## src/rtl/frogger_game_ctrl.sv

```systemverilog
// Game sequencer for the frogger datapath: tracks level, lives and score and
// drives the car/frog mover resets through play, death, level-up and game-over.
module frogger_game_ctrl #(
  parameter int unsigned START_LIVES    = 3,
  parameter logic [3:0]  MAX_LEVEL      = 4'd9,
  parameter logic [13:0] SCORE_PER_GOAL = 14'd100,
  parameter logic [13:0] SCORE_MAX      = 14'd9999,
  parameter logic [23:0] PAUSE_CYCLES   = 24'd12500000
) (
  input  logic        clk,
  input  logic        reset,
  input  logic        start,
  input  logic        frog_hit,
  input  logic        frog_goal,
  output logic [3:0]  level,
  output logic [2:0]  lives,
  output logic [13:0] score,
  output logic        cars_reset,
  output logic        frog_reset,
  output logic        game_over,
  output logic [2:0]  state_o
);

  typedef enum logic [2:0] {
    S_IDLE      = 3'd0,
    S_PLAY      = 3'd1,
    S_DEATH     = 3'd2,
    S_LEVEL_UP  = 3'd3,
    S_GAME_OVER = 3'd4
  } state_e;

  localparam logic [2:0]  LIVES_INIT = 3'(START_LIVES);
  localparam logic [23:0] PAUSE_LAST = PAUSE_CYCLES - 24'd1;

  state_e      state_q, state_d;
  logic [23:0] pause_q, pause_d;
  logic [3:0]  level_q, level_d;
  logic [2:0]  lives_q, lives_d;
  logic [13:0] score_q, score_d;
  logic        cars_reset_q, cars_reset_d;
  logic        frog_reset_q, frog_reset_d;
  logic        game_over_q, game_over_d;
  logic [14:0] score_sum;

  always_ff @(posedge clk) begin
    if (reset) begin
      state_q      <= S_IDLE;
      pause_q      <= '0;
      level_q      <= 4'd1;
      lives_q      <= LIVES_INIT;
      score_q      <= '0;
      cars_reset_q <= 1'b1;
      frog_reset_q <= 1'b1;
      game_over_q  <= 1'b0;
    end else begin
      state_q      <= state_d;
      pause_q      <= pause_d;
      level_q      <= level_d;
      lives_q      <= lives_d;
      score_q      <= score_d;
      cars_reset_q <= cars_reset_d;
      frog_reset_q <= frog_reset_d;
      game_over_q  <= game_over_d;
    end
  end

  // Score sum is one bit wider so the saturation compare cannot be fooled by wrap.
  assign score_sum = {1'b0, score_q} + {1'b0, SCORE_PER_GOAL};

  always_comb begin
    state_d = state_q;
    level_d = level_q;
    lives_d = lives_q;
    score_d = score_q;
    case (state_q)
      S_IDLE: if (start) state_d = S_PLAY;
      S_PLAY: begin
        if (frog_hit) begin
          if (lives_q > 3'd1) begin
            lives_d = lives_q - 3'd1;
            state_d = S_DEATH;
          end else begin
            lives_d = 3'd0;
            state_d = S_GAME_OVER;
          end
        end else if (frog_goal) begin
          score_d = (score_sum > {1'b0, SCORE_MAX}) ? SCORE_MAX : score_sum[13:0];
          level_d = (level_q >= MAX_LEVEL) ? MAX_LEVEL : level_q + 4'd1;
          state_d = S_LEVEL_UP;
        end
      end
      S_DEATH, S_LEVEL_UP: if (pause_q == PAUSE_LAST) state_d = S_PLAY;
      S_GAME_OVER: if (start) state_d = S_IDLE;
      default: state_d = S_IDLE;
    endcase
    // Entering IDLE reloads a fresh game so level can never read 0.
    if (state_d == S_IDLE) begin
      level_d = 4'd1;
      lives_d = LIVES_INIT;
      score_d = '0;
    end
    if ((state_d == state_q) && ((state_q == S_DEATH) || (state_q == S_LEVEL_UP)))
      pause_d = pause_q + 24'd1;
    else
      pause_d = '0;
  end

  // Outputs are decoded from the next state so they register alongside it.
  always_comb begin
    cars_reset_d = 1'b1;
    frog_reset_d = 1'b1;
    game_over_d  = 1'b0;
    case (state_d)
      S_PLAY: begin
        cars_reset_d = 1'b0;
        frog_reset_d = 1'b0;
      end
      S_DEATH:     cars_reset_d = 1'b0;
      S_GAME_OVER: game_over_d  = 1'b1;
      default: ;
    endcase
  end

  assign level      = level_q;
  assign lives      = lives_q;
  assign score      = score_q;
  assign cars_reset = cars_reset_q;
  assign frog_reset = frog_reset_q;
  assign game_over  = game_over_q;
  assign state_o    = state_q;

endmodule

```

## config.mk

```make
export PLATFORM = sky130hd
export DESIGN_NAME = frogger_game_ctrl
export DESIGN_NICKNAME = d
export VERILOG_FILES = /design/src/rtl/frogger_game_ctrl.sv
export SDC_FILE = /design/constraint.sdc
export NUM_CORES = 1
export LEC_CHECK = 0
export ABC_AREA = 1
export CAP_MARGIN = 10
export CORE_ASPECT_RATIO = 1.5
export CORE_MARGIN = 3
export CORE_UTILIZATION = 55
export DETAILED_ROUTE_END_ITERATION = 10
export GPL_ROUTABILITY_DRIVEN = 0
export PLACE_DENSITY = 0.78
export REMOVE_ABC_BUFFERS = 1
export SETUP_SLACK_MARGIN = 0.02
export SLEW_MARGIN = 15
export SYNTH_ARGS = -nofsm -noshare
export SYNTH_HDL_FRONTEND = slang
export SYNTH_SLANG_ARGS = --single-unit
```

## constraint.sdc

```tcl
create_clock -name clk -period 3.79 [get_ports clk]
set_clock_uncertainty 0.15 [all_clocks]
set_input_delay 0.758 -clock clk [delete_from_list [all_inputs] [get_ports clk]]
set_output_delay 0.758 -clock clk [all_outputs]
set_load 0.01 [all_outputs]
```

Word level (Yosys, flattened, before mapping)
Cells that the tools add are included.
{"block": "totals", "word_cells": 49, "out_inout_bits": 27, "inputBits": 5, "regBits": 51}
{"block": "op_classes", "n_bitwise": 2, "eq_ne": 9, "add_sub_neg": 4, "n_reduce_logical": 10, "magnitude_cmp": 3, "muxes": 13}
{"operator": "$add A24 B1 Y24 const B", "n": 1}
{"operator": "$eq A24 B24 Y1 const B", "n": 1}
{"operator": "$mux W3", "n": 7}
{"operator": "$add A14 B7 Y15 const B", "n": 1}
{"operator": "$gt A15 B14 Y1 const B", "n": 1}
{"operator": "$mux W14", "n": 1}
{"operator": "$pmux W3 S4", "n": 1}
{"operator": "$eq A3 B2 Y1 const B", "n": 3}
{"operator": "$reduce_or A2 Y1", "n": 4}
{"operator": "$eq A3 B1 Y1 const B", "n": 2}
{"operator": "$eq A3 B3 Y1 const B", "n": 2}
{"operator": "$logic_not A3 Y1", "n": 2}
{"operator": "$add A4 B1 Y4 const B", "n": 1}
{"operator": "$ge A4 B4 Y1 const B", "n": 1}
{"operator": "$mux W4", "n": 1}
{"operator": "$eq A3 B3 Y1", "n": 1}
{"operator": "$gt A3 B1 Y1 const B", "n": 1}
{"operator": "$mux W1", "n": 3}
{"operator": "$reduce_and A3 Y1", "n": 1}
{"operator": "$sub A3 B1 Y3 const B", "n": 1}
{"operator": "$not A1 Y1", "n": 2}
{"operator": "$reduce_and A2 Y1", "n": 1}
{"operator": "$logic_and A1 B1 Y1", "n": 1}
{"operator": "$logic_or A1 B1 Y1", "n": 1}

Logic depth before layout (Yosys ltp)
Gate-level depths: netlist of run 1.
{"block": "logic_depth", "depth_word": 8, "depth_mapped": 14}

Least setup slack after synthesis of run 1
No wires, ideal clock.
{"block": "synth_path", "path_kind": "input to register", "from": "input frog_hit", "to": "register score_q[11] (netlist: score[11])", "required_time_ns": 3.574, "cell_stages": 10, "t_arrival_ns": 1.793, "path_slack_ns": 1.781, "setup_time_ns": 0.066, "path_cell_list": "inv_2 > nand2_1 > nor2_4 > nor2_1 > a21oi_4 > nor2_4 > nand2_4 > inv_4 > buf_8 > a21oi_2"}
{"block": "synth_between", "elab_chain_len": 4, "elab_cells_between_ends": 6, "classes_between": "mux (2); bitwise (1); reduce/logical (3)"}
{"element": "from (decl)", "line": "13", "source": "input logic frog_hit,"}
{"element": "$mux W3", "line": "78", "source": "if (frog_hit) begin"}
{"element": "$pmux W3 S4", "line": "75", "source": "case (state_q)"}
{"element": "$logic_not A3 Y1", "line": "97", "source": "if (state_d == S_IDLE) begin"}
{"element": "$reduce_or A2 Y1 (no line)"}
{"element": "to (signal assigned)", "line": "60", "source": "score_q <= score_d;"}
{"element": "to (decl)", "line": "39", "source": "logic [13:0] score_q, score_d;"}
Parallel ways exist; a longest one is shown, timed or not.
A chain may end at the register's enable or synchronous reset.

Worst setup path after layout of run 1
{"block": "layout_path", "from": "input frog_hit", "to": "register score_q[10] (netlist: score[10])"}
Same word-level chain as after synthesis.

==> results of run 1 <==
==> per-layer routing <==
metal | share of wire [%] | vias to the layer above
met5 | 0 | -
met1 | 39 | 1131
met4 | 2.1 | 0
li1 | - | 1266
met2 | 57 | 25
met3 | 2.1 | 11
==> placed cells by master, fill, tap and decap left out, drive strengths merged, types with 6 or more instances in the layout <==
master          n
dfxtp          50
nand3          30
a21oi          26
inv            55
clkdlybuf4s50  31
clkbuf          6
nor3            9
nor2           59
xor2            7
nand4           6
o21ai           9
nand2          89
ha              8
==> flip-flops by register name, summed over array words and instances, names as in the netlist <==
register,flops
pause_q,24
level,4
cars_reset,1
state_o,3
score,13
game_over,1
lives,3
frog_reset,1
==> area by class of cell <==
| cell class | count | area, um^2 |
|---|---|---|
| Tap cell | 66 | 82.6 |
| Inverter | 55 | 209 |
| Clock inverter | 2 | 37.5 |
| Fill cell | 455 | 1620 |
| Clock buffer | 6 | 72.6 |
| Sequential cell | 50 | 1000 |
| Multi-Input combinational cell | 268 | 1540 |
| Timing Repair Buffer | 32 | 318 |
==> kinds of logic (layout without fill, tap and decap cells) <==
kind of cell	Yosys count	in the layout	share of synthesized area, %
and+or+nand+nor	203	203	37.1
muxes	1	1	0.358
buffers and inverters	61	95	8.92
xor gates and xnor gates	10	10	3.14
AOI/OAI and AO/OA	46	46	11.1
adders and majority gates	8	8	3.58
DFF	50	50	35.8
==> stage by stage <==
stage | instance area, um^2 | instances | worst slack [ns]
4_1_cts | 3260 | 479 | 1.34
3_5_place_dp | 3150 | 471 | 1.02
3_3_place_gp | 3150 | 471 | 1.10
5_1_grt | 3260 | 479 | 1.17
6_report | 3260 | 479 | 1.33
2_1_floorplan | 2750 | 373 | 1.76
==> worst max path at each step <==
stage	depth (start not counted)	slack, ns	endpoint
after floorplan	9	1.76	score[10]$_SDFFE_PP0P_
after global routing	10	1.17	score[0]$_SDFFE_PP0P_
after detailed placement	7	1.02	score[10]$_SDFFE_PP0P_
final	7	1.33	score[10]$_SDFFE_PP0P_
after CTS	7	1.34	score[10]$_SDFFE_PP0P_
after global placement	10	1.10	score[12]$_SDFFE_PP0P_
==> power groups by stage <==
stage	combinational [mW]	clock [mW]	sequential [mW]
5_1_grt	0.127	0.398	0.547
4_1_cts	0.116	0.384	0.545
6_report	0.115	0.376	0.545
3_3_place_gp	0.114	0	0.557
2_1_floorplan	0.0697	0	0.560
3_5_place_dp	0.116	0	0.557
==> flow_summary.toml, run 1 <==
[run_status]
status = "finished clean"

[drt]
wl_um = 5890
drt_iter0_markers = 96
ant_nets = 0
vias = 2433
drc = 0
post_drt_via_cell_ratio = 5.08
drt-pass1-iter-count = 4
wl_per_cell_um = 12.3

[global_route]
top_usage_layer = "met2"
grt_use_met2_pct = 43.8
grt_use_total_pct = 21.0
use_met3_pct = 3.37
use_met1_pct = 19.4
antenna_found_initial = 0
grt_max_degree = 20
grt_pass1_wl_um = 10100
grt_overflow_total = 0
grt_pass1_vias = 2395

[synth]
synth_seq_cells = 50
synth.top_cell.area_share_pct = 35.8
synth_largest_area_cell = "dfxtp_1"
async_flop_share_pct = 0
synth_edf_count = 0
synthDistinctLibCells = 41
synth_top_flop_cell = "dfxtp_1"
synth_area_leaders = "dfxtp_1 (36%), nand2_1 (10%), inv_1 (6.2%), nor2_1 (5.6%), nand3_1 (4.3%)"
synth_common_cells = "nand2_1 (75), dfxtp_1 (50), inv_1 (46), nor2_1 (42), nand3_1 (24)"
syn_inst = 379
yosys_warnings = 0
ys_seq_area_share_pct = 35.8
syn_area_um2 = 2790
avgSynthCellArea_um2 = 7.37
yosysMostFrequentCell = "nand2_1"

[sta]
drv_slew = 0
post-route-period-util_pct = 64.9
fin_hold_ws_ns = 0.302
tns_ns = 0
worst_pin_slew_ns = 0.724
hold_violations = 0
rsz0062_at_grt = "false"
setup_viol = 0
max_freq_ghz = 0.407
finalCriticalPeriod_ns = 2.46
relSlewSlack_pct = 51.6

[worst_setup_path]
reg2reg_depth = 9
cp_data_arrival_time_ns = 2.51
crit_buf_inv = 3
end_kind = "flop"
cp_cell_sequence = "clkdlybuf4s50_1 -> inv_2 -> nand2_1 -> nor2_4 -> inv_1 -> o21ai_0 -> a21oi_2"
r2r-end = "pause_q[22]$_SDFF_PP0_"
crit_family = "buffers and inverters"
path_max_fanout = 18
critPathLaunchType = "primary input"
startpoint = "frog_hit"
rr_startpoint = "pause_q[0]$_SDFF_PP0_"
criticalPathCategory = "in -> reg"
required_ns = 3.84
cpMaxStageDelayCell = "clkdlybuf4s50_1"
max_stage_delay_ns = 0.46
reg2reg_slack_ns = 1.60

[pwr]
power_density_nw_per_um2 = 318
p_leak_nw = 1.22
total_power_mw = 1.04
p_clk_share_pct = 36.3
p_comb_share_pct = 11.1
netSwitchingFraction_pct = 25.1
seq_power_share_pct = 52.6
switchingPower_mw = 0.260
p_int_mw = 0.777
ir_worst_vdd_mv = 0.298

[cts]
cts_tree = "built"
htreeDepth = 2
postCtsSetupRepairBufs = 0
cts.sinks = 50
insertion_delay_ns = 0.31
postCtsHoldBufs = 0
cts-root-buf = "clkbuf_8"
clk_pin_slew_ns = 0.09
post_cts_resize_count = 0
clk_path_buf_depth = 2
cts_buffers = 5

[placed_design]
place.port_buffers = 31
dp_hpwl_um = 4630

[die]
top_level_ports = 32
fp-row-count = 31
die_h_um = 93.3
core-area_um2 = 4890
initial_utilization_pct = 57.1
die-area_um2 = 5990
die_w_um = 64.2

[hold_path]
holdPathStages = 1
hold_start = "pause_q[0]$_SDFF_PP0_"
hold_class = "reg -> reg"
hold_path_end = "pause_q[0]$_SDFF_PP0_"

[job]
maxCapViolations = 0

[cells_and_area]
drive_above_1_share_pct = 17.2
fin_util_pct = 66.8
area_growth_pct = 16.8
nNetsFinal = 425
diodes = 0
Note: power is estimated with default switching activity, not from simulation.
==> inputs of run 2 (changes only) <==
Settings changed: CORE_UTILIZATION 55 to 51, PLACE_DENSITY 0.78 to 0.76.
Clock period 3.79 ns to 2.1 ns, I/O delays scaled along.
==> run 2 against run 1 <==
Against the previous run:
- die area increased by 7.2%
- global-route usage fell by 1.2 points
- largest power group unchanged
- design area rose by 4.4%
- sequential power increased by 80%
- final cell count is 2.7% higher
- sequential share of layout area shrank 1.2 points
==> flow_summary.toml, run 2 (synthesis gave the netlist of run 1 again) <==
[cells_and_area]
fin_util_pct = 65.5
final_common_cell = "nand2_1"
area_growth_pct = 22.0
drive_above_1_share_pct = 21.2
diodes = 0
register_area_um2 = 1000
num-fill-cells = 463
multi_input_area_um2 = 1590
final_cell_mix = "nand2_1 (72), dfxtp_1 (48), inv_1 (46)"
instances_no_fill = 492
largest_reg_flops = 24
nNetsFinal = 437
largest_register = "pause_q"

[sta]
post-route-period-util_pct = 92.3
worst_slack_ns = 0.163
finalCriticalPeriod_ns = 1.94
drv_slew = 0
hold_violations = 0
relSlewSlack_pct = 79.4
setup_viol = 0
worst_pin_slew_ns = 0.307
rsz0062_at_grt = "true"
fin_hold_ws_ns = 0.300
max_freq_ghz = 0.516

[cts]
clk_path_buf_depth = 2
insertion_delay_ns = 0.29
cts_buffers = 5
cts.sinks = 50
cts_tree = "built"
htreeDepth = 2
cts-root-buf = "clkbuf_8"
clk_pin_slew_ns = 0.09

[worst_setup_path]
required_ns = 1.53
rr_startpoint = "pause_q[0]$_SDFF_PP0_"
cpMaxStageDelayCell = "clkdlybuf4s50_1"
cp_cell_sequence = "buf_4 -> clkdlybuf4s50_1"
reg2reg_depth = 12
end_kind = "primary output"
critPathLaunchType = "flop"
reg2reg_slack_ns = 0.18
cp_data_arrival_time_ns = 1.37
max_stage_delay_ns = 0.53
criticalPathCategory = "reg -> out"
r2r-end = "score[13]$_SDFFE_PP0P_"
path_max_fanout = 4

[drt]
post_drt_via_cell_ratio = 5.04
drc = 0
wl_um = 5870
ant_nets = 0
wl_per_cell_um = 11.9
met3_length_um = 160
drt-pass1-iter-count = 4
vias = 2482
top_layer_used = "met4"
met2_length_um = 3220
drt_iter0_markers = 57
wl_met1_um = 2330

[global_route]
antenna_found_initial = 0
grt_max_degree = 17
grt_use_total_pct = 19.8
grt_overflow_total = 0
grt_pass1_wl_um = 10300
grt_pass1_vias = 2446

[pwr]
ir_worst_vdd_mv = 0.331
power_density_nw_per_um2 = 512
p_leak_nw = 1.28

[hold_path]
hold_start = "pause_q[0]$_SDFF_PP0_"
holdPathStages = 1
hold_class = "reg -> reg"
hold_path_end = "pause_q[0]$_SDFF_PP0_"

[placed_design]
place.port_buffers = 31
dp_hpwl_um = 4570
dp_cells = 485
pre_cts_ws_ns = -0.0366

[die]
initial_utilization_pct = 53.7
top_level_ports = 32
fp-row-count = 32
die_h_um = 96.6
core-area_um2 = 5200
die-area_um2 = 6420
die_w_um = 66.4

[job]
maxCapViolations = 0

[run_status]
status = "finished clean"
[run 2: cell count changes in the layout (fill, tap and decap cells not counted), moves of 2 or more]
cell,delta
nand2_4,+3
buf_12,+2
clkinv_2,+2
nor2_4,+2
nor2_2,-2
nand2_1,-3
dfxtp_2,+2
buf_4,+10
dfxtp_1,-2
[run 2: where the power goes]
group | internal, mW | switching [mW] | total, mW
logic | 0.0976 | 0.139 | 0.236
registers | 0.967 | 0.0161 | 0.983
clock network | 0.224 | 0.301 | 0.525
total | 1.29 | 0.456 | 1.74
[run 2: worst max-delay path, delay by kind of cell (launching register included)]
| family | cells | cell delay (ns) |
|---|---|---|
| flip-flops | 1 | 0.38 |
| buffers and inverters | 2 | 0.69 |
[run 2: layout make-up]
class / instances / area share (%)
Tap cell: 68 / 2.50
Inverter: 55 / 6.28
Sequential cell: 50 / 29.5
Clock inverter: 2 / 0.294
Timing Repair Buffer: 44 / 12.7
Multi-Input combinational cell: 268 / 46.7
Clock buffer: 5 / 2.02
[run 2: through the flow]
step / setup TNS [ns] / total power [mW] / instance area, um^2
after floorplan: 0 / 1.14 / 2750
after global placement: -0.0566 / 1.23 / 3270
after detailed placement: -0.357 / 1.23 / 3270
after CTS: 0 / 1.76 / 3350
after global routing: 0 / 1.83 / 3410
final: 0 / 1.74 / 3410
[run 2: metal layers]
metal / global-route usage [%] / vias up
li1: - / 1291
met3: 3.72 / 12
met4: 9.08 / 0
met2: 36.3 / 42
met5: 0 / -
met1: 20.7 / 1137
[run 2: timing repair]
item | 4_1_cts | 5_1_grt
hold buffers | 0 | 0
resized for setup | 0 | 16
endpoints found under the setup margin | 0 | 18
buffers inserted | 0 | 0
hold endpoints to repair | 0 | 0
[run 2: worst max-delay path by stage]
stage                          startpoint                endpoint  slack [ns]
finish              score[7]$_SDFFE_PP0P_                score[7]        0.16
floorplan           score[3]$_SDFFE_PP0P_  score[11]$_SDFFE_PP0P_        0.23
detailed placement               frog_hit   score[7]$_SDFFE_PP0P_       -0.04
CTS                 score[2]$_SDFFE_PP0P_   score[7]$_SDFFE_PP0P_         0.1
global placement                 frog_hit  score[11]$_SDFFE_PP0P_      -0.007
global route        pause_q[0]$_SDFF_PP0_  pause_q[20]$_SDFF_PP0_        0.01
